<file path="config.mk">
export PLATFORM = sky130hd
export DESIGN_NAME = weight_update_module
export DESIGN_NICKNAME = d
export VERILOG_FILES = /design/src/rtl/nn_fixed_pkg.sv /design/src/rtl/sat_sub16.sv /design/src/rtl/weight_update_module.sv
export SDC_FILE = /design/constraint.sdc
export NUM_CORES = 1
export LEC_CHECK = 0
export CORE_MARGIN = 8
export CORE_UTILIZATION = 40
export CTS_CLUSTER_SIZE = 28
export DETAILED_ROUTE_END_ITERATION = 16
export GPL_TIMING_DRIVEN = 1
export PLACE_DENSITY_LB_ADDON = 0.08
export SLEW_MARGIN = 10
export SYNTH_ARGS = -nofsm -noshare
export SYNTH_HDL_FRONTEND = slang
export SYNTH_SLANG_ARGS = --single-unit
</file>
<file path="constraint.sdc">
create_clock -name clk -period 6.6 [get_ports clk]
set_input_delay 0.66 -clock clk [delete_from_list [all_inputs] [get_ports clk]]
set_output_delay 0.66 -clock clk [all_outputs]
set_load 0.01 [all_outputs]
</file>
<file path="src/rtl/nn_fixed_pkg.sv">
// Shared fixed-point definitions for the training datapath.
// Everything here is signed Q6.10: 6 integer bits, 10 fraction bits.
package nn_fixed_pkg;

  localparam int DATA_W = 16;
  localparam int FRAC_W = 10;

  localparam logic [DATA_W-1:0] ONE  = 16'h0400;
  localparam logic [DATA_W-1:0] QMAX = 16'h7FFF;
  localparam logic [DATA_W-1:0] QMIN = 16'h8000;

  // Global sequencer phase encodings
  localparam logic [3:0] CTRL_IDLE    = 4'd0;
  localparam logic [3:0] CTRL_FORWARD = 4'd1;
  localparam logic [3:0] CTRL_ERROR   = 4'd2;
  localparam logic [3:0] CTRL_DELTA1  = 4'd8;
  localparam logic [3:0] CTRL_DELTA2  = 4'd9;
  localparam logic [3:0] UPD_CTRL     = 4'd10;

  typedef enum logic [1:0] {
    IDLE   = 2'd0,
    UPDATE = 2'd1,
    DONE   = 2'd2
  } upd_state_e;

endpackage

</file>
<file path="src/rtl/sat_sub16.sv">
// Combinational saturating subtract (a - b) for signed Q6.10 words.
// Shared by the layer-1 and layer-2 weight update stages.
module sat_sub16
  import nn_fixed_pkg::*;
(
  input  logic [DATA_W-1:0] a,
  input  logic [DATA_W-1:0] b,
  output logic [DATA_W-1:0] result,
  output logic              sat
);

  logic [DATA_W:0] diff;

  // One extra bit of headroom; the top two bits disagree exactly when the
  // true difference falls outside the 16-bit signed range.
  always_comb begin
    diff   = {a[DATA_W-1], a} - {b[DATA_W-1], b};
    sat    = diff[DATA_W] ^ diff[DATA_W-1];
    result = diff[DATA_W-1:0];
    if (sat) begin
      result = diff[DATA_W] ? QMIN : QMAX;
    end
  end

endmodule

</file>
<file path="src/rtl/weight_update_module.sv">
// Layer-2 weight bank with a saturating per-word update pass and a
// combinational read port for the forward pass.
module weight_update_module #(
  parameter int                N_WEIGHTS = 8,
  parameter int                DATA_W    = 16,
  parameter int                ADDR_W    = 3,
  parameter logic [DATA_W-1:0] INIT_W    = 16'h0100,
  parameter logic [3:0]        UPD_CTRL  = nn_fixed_pkg::UPD_CTRL
) (
  input  logic              clk,
  input  logic              rst,
  input  logic [3:0]        step,
  input  logic [3:0]        controller,
  input  logic              deltaw_valid,
  input  logic [DATA_W-1:0] deltaw_in,
  output logic              deltaw_ready,
  input  logic [ADDR_W-1:0] rd_addr,
  output logic [DATA_W-1:0] rd_data,
  output logic              busy,
  output logic              upd_done,
  output logic              sat_flag
);

  import nn_fixed_pkg::*;

  localparam logic [ADDR_W-1:0] LAST_IDX = ADDR_W'(N_WEIGHTS - 1);

  upd_state_e        state_q, state_d;
  logic [ADDR_W-1:0] idx_q, idx_d;
  logic              satFlag_q, satFlag_d;
  logic [3:0]        ctrlPrev_q;
  logic [DATA_W-1:0] w_q [N_WEIGHTS];

  logic              handshake;
  logic              startPass;
  logic [DATA_W-1:0] curW;
  logic [DATA_W-1:0] subResult;
  logic              subSat;

  assign deltaw_ready = (state_q == UPDATE);
  assign busy         = (state_q != IDLE);
  assign upd_done     = (state_q == DONE);
  assign sat_flag     = satFlag_q;
  assign handshake    = deltaw_valid & deltaw_ready;
  assign curW         = w_q[idx_q];

  // A pass starts only on the cycle the controller moves into the update
  // phase, and never during warm-up (step 0).
  assign startPass = (step != 4'd0) && (controller == UPD_CTRL) &&
                     (ctrlPrev_q != UPD_CTRL);

  sat_sub16 u_sat_sub (
    .a      (curW),
    .b      (deltaw_in),
    .result (subResult),
    .sat    (subSat)
  );

  // Next-state logic: pass sequencing, index advance and sticky saturation.
  always_comb begin
    state_d   = state_q;
    idx_d     = idx_q;
    satFlag_d = satFlag_q;
    unique case (state_q)
      IDLE: begin
        if (startPass) begin
          state_d   = UPDATE;
          idx_d     = '0;
          satFlag_d = 1'b0;
        end
      end
      UPDATE: begin
        if (handshake) begin
          if (subSat) begin
            satFlag_d = 1'b1;
          end
          if (idx_q == LAST_IDX) begin
            idx_d   = '0;
            state_d = DONE;
          end else begin
            idx_d = idx_q + 1'b1;
          end
        end
      end
      DONE: begin
        state_d = IDLE;
      end
      default: begin
        state_d = IDLE;
      end
    endcase
  end

  // Control registers; the previous controller value feeds edge detection.
  always_ff @(posedge clk) begin
    if (!rst) begin
      state_q    <= IDLE;
      idx_q      <= '0;
      satFlag_q  <= 1'b0;
      ctrlPrev_q <= 4'd0;
    end else begin
      state_q    <= state_d;
      idx_q      <= idx_d;
      satFlag_q  <= satFlag_d;
      ctrlPrev_q <= controller;
    end
  end

  // Weight bank: reset re-initialises every word, a handshake writes one.
  always_ff @(posedge clk) begin
    if (!rst) begin
      for (int i = 0; i < N_WEIGHTS; i++) begin
        w_q[i] <= INIT_W;
      end
    end else if (handshake) begin
      w_q[idx_q] <= subResult;
    end
  end

  // Read mux on the registered bank; out-of-range addresses read as zero.
  always_comb begin
    rd_data = '0;
    if (int'(rd_addr) < N_WEIGHTS) begin
      rd_data = w_q[rd_addr];
    end
  end

endmodule

</file>
After elaboration in Yosys (flattened, before gate mapping)
Memories as Yosys holds them, arrays and structs flattened. A register that Yosys moved wholly into a read port is not among the register bits.
Cells that the tools add are included.
{ "totals": {"reg_bits": 10, "latch_bits": 0, "romBits": 0, "memories": 1, "mem_bits_rw": 128, "out_inout_bits": 20} }
{ "op_classes": {"multipliers": 0, "eq_ne": 9, "addsub": 2, "n_mux": 23, "n_div": 0, "bitwise": 2, "shift": 0, "magnitude_cmp": 0, "n_reduce_logical": 10} }
{ "memory_table": {"columns": ["memory", "depth", "word_bits", "rd", "rd_ports_with_merged_regs", "wr", "line", "text"], "rows": [
  ["w_q", 8, 16, 2, 1, 8, "weight_update_module.sv:32", "logic [DATA_W-1:0] w_q [N_WEIGHTS];"]
]} }
{ "ops": {"columns": ["op", "n"], "rows": [
  ["2-to-1 mux 16 bit", 3],
  ["2-to-1 mux 3 bit", 6],
  ["subtractor 16 x 16 -> 17 bit", 1],
  ["OR reduction 16 bit", 1],
  ["2-to-1 mux 1 bit", 8],
  ["2-to-1 mux 2 bit", 3],
  ["inequality test 2 x 1 -> 1 bit, second input constant", 3],
  ["case mux 3 bit (2 select lines)", 1],
  ["AND reduction 3 bit", 2],
  ["== test 4 bit, second input constant", 1],
  ["inequality test 4 bit, second input constant", 1],
  ["case mux 2 bit (2 select lines)", 1],
  ["AND reduction 4 bit", 1],
  ["nonzero test 2 bit", 2],
  ["nonzero test 4 bit", 1],
  ["adder 3 x 1 -> 3 bit, second input constant", 1],
  ["== test 3 bit, second input constant", 1],
  ["== test 2 x 1 -> 1 bit, second input constant", 1],
  ["== test 2 bit, second input constant", 1],
  ["logical AND 1 bit", 2],
  ["logical NOT 2 bit", 1],
  ["inequality test 2 bit, second input constant", 1],
  ["case mux 1 bit (2 select lines)", 1],
  ["bitwise AND 1 bit", 1],
  ["bitwise XOR 1 bit", 1]
]} }

Logic depth before layout (Yosys ltp)
{ "depth": {"word_depth": 7, "depth_mapped": 15, "mapped_depth_nobuf": 12} }

Hierarchy
A second synthesis with hierarchy kept.
{ "unflattened": {"hier_cells": 661, "hier_area_um2": 9031.2} }
{ "modules_own_cells": {"columns": ["mod", "cells_each", "instances", "seq_area_each_um2", "area_per_inst_um2"], "rows": [
  ["weight_update_module", 451, 1, 4103.9, 7554.7],
  ["sat_sub16", 210, 1, 0.0, 1476.4]
]} }

Worst setup path before layout
No wires, ideal clock.
{ "synth_path": {"kind": "register -> register", "startpoint": "reg with a tool-made name", "endpoint": "mem w_q[4][0], data pin", "synth_period_minus_slack_ps": 4103, "path_stages_with_launch": 16, "arrival_ps": 3837, "path_buffers": 3, "required_time_ps": 6334, "setup_slack_ps": 2497, "setup_time_ps": 266, "cell_sequence": "dfxtp_1 -> clkbuf_1 -> buf_1 -> mux4_2 -> mux2i_1 -> ha_1 -> inv_1 -> fa_1 -> a211o_1 -> a21oi_1 -> a221oi_2 -> o21bai_1 -> a311oi_4 -> buf_6 -> a21oi_2 -> nor2_1"} }
{ "synth_lines": {"columns": ["element", "line"], "rows": [
  ["end, declared", "weight_update_module.sv:32"]
]} }

==> flow_metrics.tcl <==
set metrics [dict create \
    synth_edf_count 128 \
    clockBufferDepth 2 \
    die_y_um 157 \
    grt_pass1_vias 5498 \
    synth_ff_type "edfxtp_1" \
    diodes 0 \
    min-delay-start "idx_q[0]" \
    overflow 0 \
    r2r_slack_ns 1.51 \
    p_switching_uw 591 \
    cts_hold_buf 0 \
    status "completed" \
    antenna_left 0 \
    numCtsBuffers 17 \
    p_per_area_nw_per_um2 253 \
    nets 696 \
    synth_top_area_share_pct 48.2 \
    hp-class "reg -> reg" \
    synth.largest_area_cell "edfxtp_1" \
    hpwlAfterDp_um 13900 \
    timing.rr.end "w_q[1][8]" \
    grt_pass1_wl_um 33300 \
    crit_required_ns 6.72 \
    drive_above_1_share_pct 23.0 \
    cts_root_buf "clkbuf_16" \
    power_frac_clock_pct 41.7 \
    min_period_over_period_pct 77.1 \
    firstDrtPassIters 5 \
    ys_seq_area_share_pct 51.5 \
    num_rows 51 \
    core_area_sq_um 19500 \
    fp.dieArea_sq_um 24700 \
    wire_per_inst_um 24.0 \
    syn-num-nets 652 \
    grt_use_total_pct 18.7 \
    ctsResizeCount 0 \
    worstSetupPathType "reg -> reg" \
    fin_worst_skew_ns 0.00879 \
    crit_path_end_kind "flip-flop" \
    regArea_sq_um 4110 \
    multiInputGateArea_sq_um 3650 \
    synthesis.area_sq_um 7970 \
    cts_sinks 141 \
    io_pins 50 \
    rr_worst_depth 13 \
    ys_async_sr_fraction_pct 0 \
    cts_setup_buffers 0 \
    comb_power_share_pct 15.3 \
    initial_core_util_pct 40.8 \
    vias_per_cell 5.76 \
    ys_seq_elements 141 \
    synth_warnings 0 \
    gp_congestion 0.761 \
    fillers 1747 \
    hold_violations 0 \
    rsz0062_at_grt "false" \
    drv_cap 0 \
    p_leak_uw 0.00331 \
    syn_avg_cell_area_sq_um 13.2 \
    fmax_mhz 197 \
    min_period_ns 5.09 \
    fin_tns_setup_ns 0 \
    met1_usage_pct 25.4 \
    slew_headroom_pct 21.9 \
    die_x_um 157 \
    worst_pin_slew_ns 1.17 \
    netSwitchingFraction_pct 25.0 \
    drtIter0Drc 454 \
    synth.area.top_cells "edfxtp_1, mux4_2, nor2_1" \
    synth.distinct_cells 53 \
    finalSetupViolations 0 \
    grt_max_degree 33 \
    cts.clk_slew.worst_paths_ns 0.06 \
    syn_inst 603 \
    start_kind "flip-flop" \
    met3_usage_pct 3.92 \
    gr-usage-met2_pct 29.5 \
    antenna_found_initial 0 \
    clk_latency_ns 0.42 \
    portBuffers 49 \
    cts_tree "yes" \
    critical_path.max_fanout 23 \
    wl_um 22200 \
    drv_slew 0 \
    drc 0 \
    dr_total_vias 5332 \
    area_delta_synth_final_pct 17.1 \
    dp_slack_ns 1.57 \
    finalWorstSetupSlack_ns 1.51 \
    sequentialPowerShare_pct 43.0 \
    htreeDepth 4 \
    vdd_drop_max_uv 177 \
    p_int_uw 1770 \
    cp-endpoint "w_q[1][8]" \
    grt_busiest_layer "met2" \
    critical_path_arrival_ns 5.21 \
]
==> metrics by stage <==
| step | utilization [%] | cells | cell area (sq um) | power, uW | hold slack (ns) |
|---|---|---|---|---|---|
| floorplan | - | 603 | 7970 | 1270 | 0.499 |
| global route | 47.8 | 925 | 9330 | 2440 | 0.611 |
| finish | 47.8 | 925 | 9330 | 2360 | 0.557 |
| CTS | 47.8 | 925 | 9330 | 2380 | 0.559 |
| detailed placement | 44.7 | 893 | 8720 | 1400 | 0.547 |
| global placement | 44.7 | 893 | 8720 | 1390 | 0.540 |
==> sequential cells by signal (all words and copies together), names as in the netlist, named ones only <==
register and flops:
idx_q 3, sat_flag 1, w_q 128, ctrlPrev_q 4, state_q 2
==> how the worst min path moves through the flow <==
stage,to,slack (ns),depth (start not counted)
2_1_floorplan,flip-flop,0.50,2
3_3_place_gp,sat_flag,0.54,2
3_5_place_dp,sat_flag,0.55,2
4_1_cts,flip-flop,0.56,2
5_1_grt,flip-flop,0.61,2
6_report,flip-flop,0.56,2
==> cells in the mapped netlist (2+ instances only) <==
master / instances
nor2_1: 133
edfxtp_1: 128
mux4_2: 64
mux2_2: 31
nand2_1: 25
clkbuf_1: 22
inv_1: 21
ha_1: 18
a21oi_1: 17
dfxtp_1: 13
nand3_1: 11
nor2b_1: 10
a21oi_4: 8
buf_1: 8
a21o_1: 6
a31oi_1: 6
and2_1: 6
o211ai_1: 6
a21boi_0: 5
nand2b_1: 5
nor3_1: 5
o21ai_0: 5
xnor2_1: 5
mux2i_1: 4
a211oi_1: 3
and3_1: 3
xor2_1: 3
a21oi_2: 2
buf_2: 2
nor4_1: 2
o21bai_1: 2
o311ai_0: 2
or3_1: 2
==> layer usage <==
metal | routed length (um) | up-vias
li1 | - | 2385
met1 | 10100 | 2737
met2 | 10400 | 185
met3 | 1370 | 25
met4 | 348 | 0
met5 | 0 | -
==> worst max-delay path, stage by stage (launching register included) <==
cell	delay, ns
dfxtp_2	0.92
mux4_2	0.60
mux2i_1	0.28
ha_1	0.22
inv_1	0.05
fa_1	0.42
a211o_1	0.29
a21oi_1	0.30
a221oi_2	0.11
o21bai_1	0.35
a311oi_4	0.07
buf_4	0.26
o21ai_1	0.67
nand3_1	0.22
==> area by class of cell <==
cell class              instances  share of cell area (%)
clock buffers                  18                    4.60
clock inverters                14                    1.88
inverters                      21                   0.845
multi-input cells             407                    39.1
flip-flops and latches        141                    44.0
well taps                     265                    3.56
repair buffers                 59                    6.01
==> cells by family after synthesis <==
family                     Yosys count  synth area share [%]
and+or+nand+nor                    207                  11.2
DFF                                141                  51.5
muxes                               99                  23.0
AOI/OAI and AO/OA                   74                  7.55
buffers and inverters               55                  2.76
adders and majority gates           19                  3.08
xor gates and xnor gates             8                 0.880
==> placed cells by master, fill, tap and decap left out, drive strengths merged, types with 4 or more instances in the layout <==
| master | count |
|---|---|
| edfxtp | 128 |
| nor2 | 133 |
| ha | 18 |
| and2 | 6 |
| mux2i | 4 |
| a31oi | 6 |
| dfxtp | 13 |
| clkdlybuf4s50 | 48 |
| clkinv | 9 |
| inv | 21 |
| o211ai | 6 |
| nor2b | 10 |
| mux4 | 64 |
| a21oi | 27 |
| xnor2 | 5 |
| clkbuf | 18 |
| buf | 11 |
| nand3 | 12 |
| bufinv | 4 |
| a21o | 6 |
| o21ai | 6 |
| nor3 | 5 |
| mux2 | 31 |
| nand2b | 5 |
| nand2 | 25 |
| a21boi | 5 |
==> power groups by stage <==
stage / logic, uW / registers [uW] / clock network [uW]
2_1_floorplan: 243 / 1030 / 0
3_3_place_gp: 362 / 1030 / 0
3_5_place_dp: 363 / 1030 / 0
4_1_cts: 365 / 1020 / 995
5_1_grt: 391 / 1020 / 1030
6_report: 362 / 1020 / 985
Note: power is estimated with default switching activity, not from simulation.
